`src/rtl/dual_pkg.sv`:
```
// dual_pkg: dual-rail types, default widths and port FSM states
package dual_pkg;
  typedef struct packed {logic t; logic f;} Dual;
  localparam int size = 4;
  localparam logic true = 1'b1;
  localparam logic false = 1'b0;
  typedef enum logic [1:0] {IDLE, WAIT, HOLD} state_e;
endpackage

```
`src/rtl/dual_sync.sv`:
```
// dual_sync: two-flop synchronizer over every rail of a dual-rail array
module dual_sync import dual_pkg::*; #(
  parameter int W = size
) (
  input  logic        clk,
  input  Dual [W-1:0] d,
  output Dual [W-1:0] q
);
  Dual [W-1:0] meta_q, sync_q;
  always_ff @(posedge clk) begin
    meta_q <= d;
    sync_q <= meta_q;
  end
  assign q = sync_q;
endmodule

```
`src/rtl/bus_sync_port.sv`:
```
// bus_sync_port: valid/ready requester driving one two-phase dual-rail bus slot
module bus_sync_port import dual_pkg::*; #(
  parameter int INPUT = size,
  parameter int OUTPUT = size,
  parameter int TIMEOUT = 1024
) (
  input  logic              clk,
  input  logic              reset,
  input  logic              req_valid,
  output logic              req_ready,
  input  logic [INPUT-1:0]  req_data,
  output logic              resp_valid,
  input  logic              resp_ready,
  output logic [OUTPUT-1:0] resp_data,
  output Dual [INPUT-1:0]   user_input,
  input  Dual [OUTPUT-1:0]  user_output,
  output logic              timeout,
  output logic              proto_err
);
  localparam int CW = $clog2(TIMEOUT + 1);
  localparam logic [CW-1:0] TMAX = CW'(TIMEOUT);
  state_e state_q, state_d;
  logic [CW-1:0] cnt_q, cnt_d, cnt_inc;
  Dual [INPUT-1:0] in_q, in_d, in_tog;
  Dual [OUTPUT-1:0] prev_q, prev_d, out_s;
  logic [OUTPUT-1:0] data_q, data_d, dt, df;
  logic timeout_q, timeout_d, perr_q, perr_d, bad, full;

  dual_sync #(.W(OUTPUT)) u_sync (.clk(clk), .d(user_output), .q(out_s));

  for (genvar i = 0; i < OUTPUT; i++) begin : g_diff
    assign dt[i] = out_s[i].t ^ prev_q[i].t;
    assign df[i] = out_s[i].f ^ prev_q[i].f;
  end

  // a 1 toggles the t rail, a 0 toggles the f rail
  for (genvar i = 0; i < INPUT; i++) begin : g_enc
    assign in_tog[i] = in_q[i] ^ {req_data[i], ~req_data[i]};
  end

  assign bad = |(dt & df);
  assign full = &(dt | df) && !bad;
  assign cnt_inc = cnt_q == TMAX ? cnt_q : cnt_q + 1'b1;

  always_comb begin
    state_d = state_q == IDLE ? (req_valid ? WAIT : IDLE)
            : state_q == WAIT ? (bad ? IDLE : full ? HOLD : WAIT)
            : (resp_ready ? IDLE : HOLD);
    in_d = (state_q == IDLE && req_valid) ? in_tog : in_q;
    prev_d = (bad || full) ? out_s : prev_q;
    data_d = (state_q == WAIT && full) ? dt : data_q;
    cnt_d = (state_q == WAIT && state_d == WAIT) ? cnt_inc : '0;
    timeout_d = timeout_q || (state_q == WAIT && cnt_inc == TMAX);
    // any token outside WAIT is unexpected and is absorbed as an error
    perr_d = perr_q || bad || (full && state_q != WAIT);
  end

  always_ff @(posedge clk) begin
    if (reset) begin
      state_q <= IDLE;
      cnt_q <= '0;
      prev_q <= out_s;
      data_q <= '0;
      timeout_q <= 1'b0;
      perr_q <= 1'b0;
    end else begin
      state_q <= state_d;
      cnt_q <= cnt_d;
      prev_q <= prev_d;
      data_q <= data_d;
      timeout_q <= timeout_d;
      perr_q <= perr_d;
      in_q <= in_d;
    end
  end

  assign req_ready = !reset && state_q == IDLE;
  assign resp_valid = !reset && state_q == HOLD;
  assign resp_data = reset ? '0 : data_q;
  assign timeout = !reset && timeout_q;
  assign proto_err = !reset && perr_q;
  assign user_input = in_q;
endmodule

```
`config.mk`:
```
export PLATFORM = sky130hd
export DESIGN_NAME = bus_sync_port
export DESIGN_NICKNAME = d
export VERILOG_FILES = /design/src/rtl/dual_pkg.sv /design/src/rtl/dual_sync.sv /design/src/rtl/bus_sync_port.sv
export SDC_FILE = /design/constraint.sdc
export NUM_CORES = 1
export LEC_CHECK = 0
export ABC_CLOCK_PERIOD_IN_PS = 2500
export CAP_MARGIN = 20
export CORE_UTILIZATION = 52
export DETAILED_ROUTE_END_ITERATION = 10
export PLACE_DENSITY = 0.78
export SETUP_SLACK_MARGIN = 0.5
export SLEW_MARGIN = 10
export SYNTH_ARGS = -nofsm -noshare
export SYNTH_HDL_FRONTEND = slang
export SYNTH_SLANG_ARGS = --single-unit
```
`constraint.sdc`:
```
create_clock -name clk -period 2.5 [get_ports clk]
set_clock_uncertainty 0.2 [all_clocks]
set_input_delay 0.375 -clock clk [delete_from_list [all_inputs] [get_ports clk]]
set_output_delay 0.375 -clock clk [all_outputs]
set_load 0.005 [all_outputs]
```
==> results of run 1 <==
## routing by layer
| metal | vias up | GRT usage (%) | share of wire [%] |
|---|---|---|---|
| li1 | 662 | - | - |
| met1 | 618 | 21.6 | 45 |
| met2 | 41 | 29.9 | 48 |
| met3 | 6 | 5.80 | 5.0 |
| met4 | 0 | 11.6 | 1.7 |
| met5 | - | 0 | 0 |
## power groups by stage
stage / Combinational (W) / Clock [W] / Sequential, W
final: 0.000204 / 0.000472 / 0.000931
after global routing: 0.000223 / 0.000521 / 0.000937
after CTS: 0.000188 / 0.000489 / 0.000933
after detailed placement: 0.000170 / 0 / 0.000952
after global placement: 0.000166 / 0 / 0.000949
after floorplan: 0.0000996 / 0 / 0.000946
## state kept, by name (all words and copies together), names as in the netlist
register / cells
cnt_q: 11
prev_q: 8
u_sync.meta_q: 8
u_sync.q: 8
user_input: 8
data_q: 4
state_q: 2
perr_q: 1
timeout_q: 1
## cell usage in the layout, fill, tap and decap left out, drive strengths merged, types with 2 or more instances in the layout
cell type / synthesis / routed
dfxtp: 35 / 35
clkdlybuf4s50: 0 / 29
xor2: 18 / 18
edfxtp: 16 / 16
nor2: 11 / 11
nor2b: 10 / 10
buf: 1 / 9
nor3: 7 / 7
inv: 6 / 6
xnor2: 6 / 6
clkbuf: 4 / 5
nand3: 5 / 5
mux2: 4 / 4
nand2: 4 / 4
nor3b: 3 / 3
a21oi: 3 / 3
nand2b: 2 / 2
o22ai: 2 / 2
nand3b: 2 / 2
nand4: 2 / 2
a31oi: 2 / 2
o21ai: 2 / 2
clkinv: 0 / 2
o21ba: 2 / 2
or2: 2 / 2
ha: 2 / 2
## through the flow
stage          instance area [µm²]  hold WS, ns  utilization, %
2_1_floorplan                 1980        0.110               -
3_3_place_gp                  2360        0.110            64.4
3_5_place_dp                  2360        0.112            64.4
4_1_cts                       2520        0.131            68.9
5_1_grt                       2630        0.136            71.9
6_report                      2630        0.132            71.9
## cell families (layout without fill, tap and decap cells)
| family | count (synthesis) | count (layout) | share of synthesized area, % |
|---|---|---|---|
| simple gates | 54 | 54 | 15.6 |
| flops | 51 | 51 | 59.6 |
| xor+xnor | 24 | 24 | 10.6 |
| compound gates | 20 | 20 | 7.96 |
| buf+inv | 11 | 53 | 2.15 |
| mux | 5 | 5 | 2.78 |
| fa+ha+maj | 2 | 2 | 1.26 |
## cell type report
| class | instances | area, µm² | share of cell area, % |
|---|---|---|---|
| Tap cell | 48 | 60.1 | 2.28 |
| Multi-Input combinational cell | 105 | 877 | 33.3 |
| Sequential cell | 51 | 1200 | 45.6 |
| Timing Repair Buffer | 39 | 379 | 14.4 |
| Inverter | 6 | 22.5 | 0.856 |
| Clock buffer | 5 | 68.8 | 2.62 |
| Clock inverter | 3 | 25.0 | 0.951 |
## worst max path at each step
stage / cells after the start / slack, ns / endpoint / startpoint
finish: 5 / 0.44 / data_q[1]$_SDFFE_PP0P_ / prev_q[5]$_DFFE_PP_
global placement: 4 / 0.12 / timeout / reset
global route: 5 / 0.34 / data_q[0]$_SDFFE_PP0P_ / prev_q[7]$_DFFE_PP_
floorplan: 6 / 0.50 / data_q[0]$_SDFFE_PP0P_ / prev_q[5]$_DFFE_PP_
CTS: 5 / 0.45 / data_q[3]$_SDFFE_PP0P_ / prev_q[5]$_DFFE_PP_
detailed placement: 6 / 0.09 / timeout_q$_SDFF_PP0_ / reset
## what timing repair did
action,in CTS,in global routing
buffers inserted,3,2
gates resized for setup,23,22
hold buffers,0,0
setup endpoints to repair,21,28
pin swaps,4,9
==> metrics.md, run 1 <==
| Metric | Value |
|---|---|
| Outcome | `complete, no violations` |
| DRT iter0 DRCs | `42` |
| Antenna-violating nets left | `0` |
| Sw Ratio | `23.9%` |
| Clock slew at reported path FFs | `0.09 ns` |
| Die ar. | `4060 µm²` |
| DRC | `0` |
| CP max-delay cell | `edfxtp_1` |
| Clock share of power | `29.4%` |
| Worst Tran Pin Value | `0.565 ns` |
| Fraction of layout cells with a size suffix above 1 | `24.4%` |
| Total power | `0.00161 W` |
| Port Buf Inserts | `31` |
| Seq/Total Area, Yosys | `59.6%` |
| Crit path cell chain | `xor2_2 -> a22o_1 -> a221oi_2 -> and4b_2 -> mux2_4` |
| Worst path bufs/invs | `0` |
| P_sw | `0.000383 W` |
| Yosys top cell by area | `dfxtp_1` |
| Clock root buffer | `clkbuf_8` |
| TritonRoute pass-1 iters | `4` |
| Final Hold Fails | `0` |
| Period utilisation layout | `82.5%` |
| # setup viols final | `0` |
| Yosys reg bits | `51` |
| Pre-CTS setup slack | `0.0922 ns` |
| Detailed Place HPWL | `2330 µm` |
| H-Tree Depth | `2` |
| Post-synth EDFFs | `16` |
| Leakage power | `0.954 nW` |
| Wire length per cell | `13.6 µm` |
| Area contributors post-synth | `dfxtp_1, edfxtp_1, xor2_1` |
| Total grt overflow | `0` |
| Top Ports | `32` |
| Type of origin of the critical path | `register` |
| Combinational Power Share | `12.7%` |
| Routability cong. | `0.846` |
| Antenna cells | `0` |
| CTS tree | `built` |
| First-pass GRT wire length | `5710 µm` |
| Clock latency on the worst-skew pair | `0.31 ns` |
| Overall routing resource usage | `18.7%` |
| Hold path start | `u_sync.meta_q[0]$_DFF_P_` |
| Die span in y | `63.7 µm` |
| Setup CP Type | `reg2reg` |
| Core Region | `3660 µm²` |
| Worst Path Max Fanout | `5` |
| CTS Sinks | `51` |
| Largest net degree at the start of global routing | `18` |
| Avg Cell Area, Syn | `11.9 µm²` |
| Min setup slack post-route | `0.437 ns` |
| Syn. warnings | `0` |
| Initial antenna violation count | `0` |
| Most frequent cell after synthesis | `dfxtp_1` |
| Hold depth | `0` |
| R2r endpoint | `data_q[1]$_SDFFE_PP0P_` |
| Critical path endpoint category | `register` |
| Area delta synth->final | `32.8%` |
| Syn nets | `185` |
| CP top delay family | `compound AO/OA/AOI/OAI gates` |
| RSZ-0062 raised after global routing | `true` |
| Max_slew headroom | `61.8%` |
| Cell area after synthesis | `1980 µm²` |
| TritonCTS Buffers | `5` |
| Fin cells | `257` |
| Routed vias | `1327` |
| Pins Over Slew Limit | `0` |
| Setup TNS Final | `0 ns` |
| # fillers | `261` |
| Placed instance count | `244` |
| Async set-or-reset flop fraction in the synthesized netlist | `0%` |
| FF-to-FF setup slack | `0.44 ns` |
| Hold EP | `u_sync.q[0]$_DFF_P_` |
| Main flop type after synthesis | `dfxtp_1` |
| Starting Density | `54.1%` |
| CTS max path bufs | `2` |
| WP data required | `2.50 ns` |
| Top-area cell type share of the netlist area | `35.4%` |
| Die X | `63.7 µm` |
| Pint | `0.00122 W` |
| Cells after Synth | `167` |
| Tmin final | `2.06 ns` |
| Worst vdd ir | `0.409 mV` |
| Vias in the first global route | `1329` |
| Vias per inst | `5.16` |
| WP data arrival | `2.07 ns` |
| Sequential fraction of design power | `57.9%` |
| Total wire length | `3500 µm` |
| Fmax achieved | `0.485 GHz` |
| Power density cells | `611 nW/µm²` |
| CP peak stage delay | `0.42 ns` |
| Worst Hold Class | `reg2reg` |
| Synth cell count leaders | `dfxtp_1, xor2_1, edfxtp_1` |
| Layout Nets | `226` |
| RR Startpoint | `prev_q[5]$_DFFE_PP_` |
| Max_cap viols | `0` |
| Cell variety after synth | `42` |
| Row count | `22` |
| R2R depth | `5` |
Note: power is estimated with default switching activity, not from simulation.
==> inputs of run 2 (changes only) <==
--- a/config.mk
+++ b/config.mk
@@ -5,11 +5,11 @@
 export SDC_FILE = /design/constraint.sdc
 export NUM_CORES = 1
 export LEC_CHECK = 0
-export ABC_CLOCK_PERIOD_IN_PS = 2500
+export ABC_CLOCK_PERIOD_IN_PS = 1830
 export CAP_MARGIN = 20
-export CORE_UTILIZATION = 52
+export CORE_UTILIZATION = 47
 export DETAILED_ROUTE_END_ITERATION = 10
-export PLACE_DENSITY = 0.78
+export PLACE_DENSITY = 0.74
 export SETUP_SLACK_MARGIN = 0.5
 export SLEW_MARGIN = 10
 export SYNTH_ARGS = -nofsm -noshare
==> constraint.sdc (replaced) <==
create_clock -name clk -period 1.83 [get_ports clk]
set_clock_uncertainty 0.2 [all_clocks]
set_input_delay 0.2745 -clock clk [delete_from_list [all_inputs] [get_ports clk]]
set_output_delay 0.2745 -clock clk [all_outputs]
set_load 0.005 [all_outputs]
==> run 2 against run 1 <==
The run now ends with negative setup slack left. Sequential cell count stayed put. Worst setup slack worse by 0.64 ns. Clock-buffer cell count stayed put. Critical path depth is 1 higher. Via count is 13% higher. Final area is 11% higher. Critical path type unchanged. Largest power group unchanged.
==> metrics.md, run 2 (synthesis results as in run 1) <==
| Metric | Value |
|---|---|
| Fmax achieved | `0.492 GHz (+1.5%)` |
| Initial antenna violation count | `0 (unchanged)` |
| CTS max path bufs | `2 (unchanged)` |
| Overall routing resource usage | `20.7% (+2.0 points)` |
| Biggest register | `cnt_q` |
| DRT iter0 DRCs | `77 (+83%)` |
| Die ar. | `4480 µm² (+10%)` |
| Starting Density | `49.2% (-4.9 points)` |
| Worst vdd ir | `0.542 mV (+33%)` |
| Max_cap viols | `0 (unchanged)` |
| Routed vias | `1505 (+13%)` |
| TritonCTS Buffers | `5 (unchanged)` |
| Total wire length | `4390 µm (+25%)` |
| Fraction of layout cells with a size suffix above 1 | `49.0% (+25 points)` |
| Setup CP Type | `reg2reg` |
| Worst Path Max Fanout | `5 (unchanged)` |
| Wire length per cell | `15.0 µm (+10%)` |
| # setup viols final | `25 (+25)` |
| Period utilisation layout | `111% (+29 points)` |
| Core Util, Final | `72.5% (+0.58 points)` |
| Top Ports | `32 (unchanged)` |
| Total grt overflow | `0 (unchanged)` |
| Leakage power | `1.15 nW (+21%)` |
| Vias in the first global route | `1488 (+12%)` |
| DRC | `0 (unchanged)` |
| Layout Nets | `260 (+15%)` |
| Clock latency on the worst-skew pair | `0.31 ns (about the same)` |
| Die span in y | `66.9 µm (+5.0%)` |
| Tmin final | `2.03 ns (-0.0297 ns)` |
| Worst Hold Class | `in2reg` |
| Type of origin of the critical path | `register` |
| Final Hold Fails | `0 (unchanged)` |
| Max reg flops | `11 (unchanged)` |
| Outcome | `complete, but fails checks` |
| Detailed Place HPWL | `2690 µm (+15%)` |
| Routability cong. | `0.800 (-5.5%)` |
| Failing checks | `negative setup slack` |
| Met3 WL | `179 µm (+1.7%)` |
| CTS Sinks | `51 (unchanged)` |
| Critical path endpoint category | `register` |
| Antenna cells | `0 (unchanged)` |
| Clock slew at reported path FFs | `0.10 ns (about the same)` |
| WP data arrival | `2.04 ns (-0.03 ns)` |
| Area delta synth->final | `47.4%` |
| Area occupied by multi-input gates | `971 µm² (+11%)` |
| Max layer used | `met4` |
| RSZ-0062 raised after global routing | `true` |
| Commonest non-fill, non-tap cell in the layout | `buf_4` |
| Antenna-violating nets left | `0 (unchanged)` |
| # fillers | `293 (+12%)` |
| Largest net degree at the start of global routing | `20 (+2)` |
| CTS Hold Bufs | `0 (unchanged)` |
| Row count | `23 (+4.5%)` |
| CTS tree | `built` |
| Clock root buffer | `clkbuf_8` |
| First-pass GRT wire length | `6750 µm (+18%)` |
| Met2 wire length | `2310 µm (+37%)` |
| Max_slew headroom | `70.3% (+8.4 points)` |
| WP data required | `1.84 ns (-0.66 ns)` |
| Commonest cells after routing, fill and taps aside | `buf_4, dfxtp_1, xor2_1, edfxtp_1, buf_2` |
| Pins Over Slew Limit | `0 (unchanged)` |
| Power density cells | `785 nW/µm² (+29%)` |
| Die X | `66.9 µm (+5.0%)` |
| Worst Tran Pin Value | `0.439 ns (-0.126 ns)` |
| Reg area | `1200 µm² (+0.42%)` |
| Total power | `0.00229 W (+43%)` |
| Port Buf Inserts | `31 (unchanged)` |
| H-Tree Depth | `2 (unchanged)` |
| Core Region | `4030 µm² (+10%)` |
| M1 WL | `1850 µm (+17%)` |
| Setup TNS Final | `-3.60 ns (-3.60 ns)` |
| Vias per inst | `5.14 (-0.52%)` |
| Min setup slack post-route | `-0.204 ns (-0.640 ns)` |
| TritonRoute pass-1 iters | `4 (unchanged)` |
==> run 2: path summary, 6_finish.rpt <==
kind,from,end,slack [ns],depth (start not counted)
max,prev_q[5]$_DFFE_PP_,data_q[0]$_SDFFE_PP0P_,-0.20,6
min,reset,perr_q$_SDFF_PP0_,0.08,2
max reg2reg,prev_q[5]$_DFFE_PP_,data_q[0]$_SDFFE_PP0P_,-0.20,6
min reg2reg,u_sync.meta_q[4]$_DFF_P_,u_sync.q[4]$_DFF_P_,0.14,0
==> run 2: area by class of cell <==
| class | count | area share (%) |
|---|---|---|
| Sequential cell | 51 | 41.2 |
| Multi-Input combinational cell | 106 | 33.3 |
| Tap cell | 50 | 2.14 |
| Timing Repair Buffer | 72 | 19.1 |
| Inverter | 6 | 0.772 |
| Clock buffer | 5 | 2.36 |
| Clock inverter | 3 | 1.16 |
==> run 2: critical path, cell delays in order, from the launching register on <==
cell and delay [ns]:
edfxtp_1 0.40, xor2_1 0.18, a22o_1 0.25, a221oi_2 0.22
and4b_1 0.24, buf_6 0.13, mux2_4 0.30
==> run 2: power by group <==
group	internal, W	switching (W)
clock network	0.000291	0.000407
registers	0.00124	0.0000367
logic	0.000183	0.000136
==> run 2: stage by stage <==
stage                     setup WS (ns)  hold WS [ns]  cells  cell area, µm²
after floorplan                  -0.119         0.102    167            2060
after global placement           -0.318         0.110    266            2560
after detailed placement         -0.454         0.112    266            2560
after CTS                        -0.202        0.0932    287            2790
after global routing             -0.311        0.0917    293            2920
final                            -0.204        0.0802    293            2920
==> run 2: metal layers <==
metal	GRT usage [%]	up-vias
li1	-	734
met1	23.6	727
met2	37.1	38
met3	4.79	6
met4	7.71	0
met5	0	-
==> run 2: repair_timing <==
| item | in CTS | in global routing |
|---|---|---|
| setup buffers | 12 | 6 |
| pin swaps | 10 | 10 |
| gates resized for setup | 93 | 22 |
| endpoints found under the setup margin | 51 | 51 |
| cloned | 1 | 0 |
==> inputs of run 3 (changes only) <==
--- a/config.mk
+++ b/config.mk
@@ -7,10 +7,12 @@
 export LEC_CHECK = 0
 export ABC_CLOCK_PERIOD_IN_PS = 1830
 export CAP_MARGIN = 20
+export CORE_MARGIN = 1
 export CORE_UTILIZATION = 47
 export DETAILED_ROUTE_END_ITERATION = 10
 export PLACE_DENSITY = 0.74
 export SETUP_SLACK_MARGIN = 0.5
+export SKIP_CTS_REPAIR_TIMING = 1
 export SLEW_MARGIN = 10
 export SYNTH_ARGS = -nofsm -noshare
 export SYNTH_HDL_FRONTEND = slang
==> run 3 against run 2 <==
The run still ends with negative setup slack left. Critical path depth stayed put. Sequential share of layout area is 1.8 points higher. Non-clock buffer count is 7 lower. Utilization is 3.0 points lower. Worst setup slack better by 0.0071 ns. Fmax is 0.35% higher. Critical path type unchanged. Critical endpoint is now data_q[1]$_SDFFE_PP0P_.
==> metrics.md, run 3 (synthesis results as in run 1) <==
| Metric | Value |
|---|---|
| Outcome | `complete, but fails checks` |
| Failing checks | `negative setup slack` |
| Port Buf Inserts | `31 (unchanged)` |
| CTS Sinks | `51 (unchanged)` |
| Min setup slack post-route | `-0.197 ns (+0.00714 ns)` |
| Top Ports | `32 (unchanged)` |
| Pins Over Slew Limit | `0 (unchanged)` |
| Power density cells | `810 nW/µm² (+3.1%)` |
| Routability cong. | `0.800 (unchanged)` |
| Die X | `66.9 µm (unchanged)` |
| Hold path start | `reset` |
| First-pass GRT wire length | `5950 µm (-12%)` |
| Die span in y | `66.9 µm (unchanged)` |
| Hold depth | `2 (unchanged)` |
| Commonest cells after routing, fill and taps aside | `buf_4, dfxtp_1, xor2_1, edfxtp_1, clkdlybuf4s50_1` |
| Max_cap viols | `0 (unchanged)` |
| R2R depth | `6 (unchanged)` |
| Vias per inst | `5.01 (-2.4%)` |
| Initial antenna violation count | `0 (unchanged)` |
| Largest net degree at the start of global routing | `20 (unchanged)` |
| Worst vdd ir | `0.539 mV (-0.58%)` |
| Antenna-violating nets left | `0 (unchanged)` |
| DRC | `0 (unchanged)` |
| Die ar. | `4480 µm² (unchanged)` |
| Worst Tran Pin Value | `0.395 ns (-0.0440 ns)` |
| Antenna cells | `0 (unchanged)` |
| H-Tree Depth | `2 (unchanged)` |
| RSZ-0062 raised after global routing | `true` |
| TritonRoute pass-1 iters | `4 (unchanged)` |
| Starting Density | `49.2% (unchanged)` |
| Fmax achieved | `0.493 GHz (+0.35%)` |
| Pre-CTS setup slack | `-0.454 ns (unchanged)` |
| Clock slew at reported path FFs | `0.10 ns (about the same)` |
| Post-route cell area | `2800 µm² (-4.1%)` |
| Overall routing resource usage | `18.1% (-2.6 points)` |
| Total wire length | `4100 µm (-6.7%)` |
| Max reg flops | `11 (unchanged)` |
| CTS max path bufs | `2 (unchanged)` |
| WP data arrival | `2.03 ns (about the same)` |
| Commonest non-fill, non-tap cell in the layout | `buf_4` |
| Clock latency on the worst-skew pair | `0.30 ns (about the same)` |
| # setup viols final | `25 (unchanged)` |
| Tmin final | `2.03 ns (-0.00714 ns)` |
| Leakage power | `1.10 nW (-4.3%)` |
| Period utilisation layout | `111% (-0.39 points)` |
| Row count | `23 (unchanged)` |
| Total grt overflow | `0 (unchanged)` |
| Placed cell areas | `2560 µm² (unchanged)` |
| WP data required | `1.83 ns (about the same)` |
| TritonCTS Buffers | `5 (unchanged)` |
| Final Hold Fails | `0 (unchanged)` |
| RR Startpoint | `prev_q[5]$_DFFE_PP_` |
| Critical path endpoint category | `register` |
| Fraction of layout cells with a size suffix above 1 | `43.2% (-5.8 points)` |
| Hold EP | `perr_q$_SDFF_PP0_` |
| Core Region | `4030 µm² (unchanged)` |
| Biggest register | `cnt_q` |
| DRT iter0 DRCs | `76 (-1.3%)` |
| R2r endpoint | `data_q[1]$_SDFFE_PP0P_` |
| Max_slew headroom | `73.3% (+3.1 points)` |
| FF-to-FF setup slack | `-0.20 ns (about the same)` |
| Worst Path Max Fanout | `5 (unchanged)` |
| CTS tree | `built` |
| Area delta synth->final | `41.3%` |
| Routed vias | `1434 (-4.7%)` |
| Clock root buffer | `clkbuf_8` |
| Vias in the first global route | `1363 (-8.4%)` |
| Wire length per cell | `14.3 µm (-4.4%)` |
| Detailed Place HPWL | `2690 µm (unchanged)` |
| Setup CP Type | `reg2reg` |
| Type of origin of the critical path | `register` |
| Layout Nets | `253 (-2.7%)` |
| Worst Hold Class | `in2reg` |
## run 3: changes by cell type in the layout (fill, tap and decap cells not counted), moves of 2 or more
cell,before,now
clkbuf_2,0,10
nand2_1,2,4
nand2_2,2,0
nor3b_1,0,2
buf_2,15,5
dfxtp_2,9,7
buf_4,37,29
## run 3: report_power, final
group | total (W) | leakage [nW] | switching [W] | internal, W
logic | 0.000302 | 0.600 | 0.000129 | 0.000173
registers | 0.00128 | 0.453 | 0.0000380 | 0.00124
clock network | 0.000687 | 0.0519 | 0.000397 | 0.000290
total | 0.00227 | 1.10 | 0.000564 | 0.00170
## run 3: layout make-up
class / instances / area, µm²
Clock buffer: 5 / 68.8
Clock inverter: 3 / 33.8
Fill cell: 307 / 1230
Inverter: 6 / 22.5
Multi-Input combinational cell: 106 / 898
Sequential cell: 51 / 1200
Tap cell: 50 / 62.6
Timing Repair Buffer: 65 / 508
## run 3: critical path: stages, from the launching register on
cell	delay (ns)
edfxtp_1	0.40
xor2_1	0.18
a22o_1	0.25
a221oi_2	0.22
and4b_1	0.24
buf_6	0.13
mux2_4	0.29
## run 3: layer usage
layer,track usage (%),vias up,wire [µm]
li1,-,715,-
met1,21.9,683,1830
met2,30.2,30,2040
met3,4.62,6,169
met4,7.71,0,56
met5,0,-,0
## run 3: worst max-delay path by stage
stage / cells after the start / to / slack (ns) / from
floorplan: 6 / data_q[0]$_SDFFE_PP0P_ / -0.12 / prev_q[4]$_DFFE_PP_
global placement: 4 / resp_data[0] / -0.32 / reset
detailed placement: 6 / timeout_q$_SDFF_PP0_ / -0.45 / reset
CTS: 4 / resp_data[1] / -0.39 / reset
global route: 6 / data_q[1]$_SDFFE_PP0P_ / -0.31 / prev_q[5]$_DFFE_PP_
finish: 6 / data_q[1]$_SDFFE_PP0P_ / -0.20 / prev_q[5]$_DFFE_PP_
## run 3: per-stage QoR
stage	hold WS (ns)	cells	total power [W]	util [%]	TNS (ns)
after floorplan	0.102	167	0.00144	-	-0.970
after global placement	0.110	266	0.00156	63.5	-6.14
after detailed placement	0.112	266	0.00158	63.5	-8.38
after CTS	0.136	274	0.00226	66.1	-5.73
after global routing	0.0786	286	0.00236	69.5	-6.39
final	0.0694	286	0.00227	69.5	-3.50
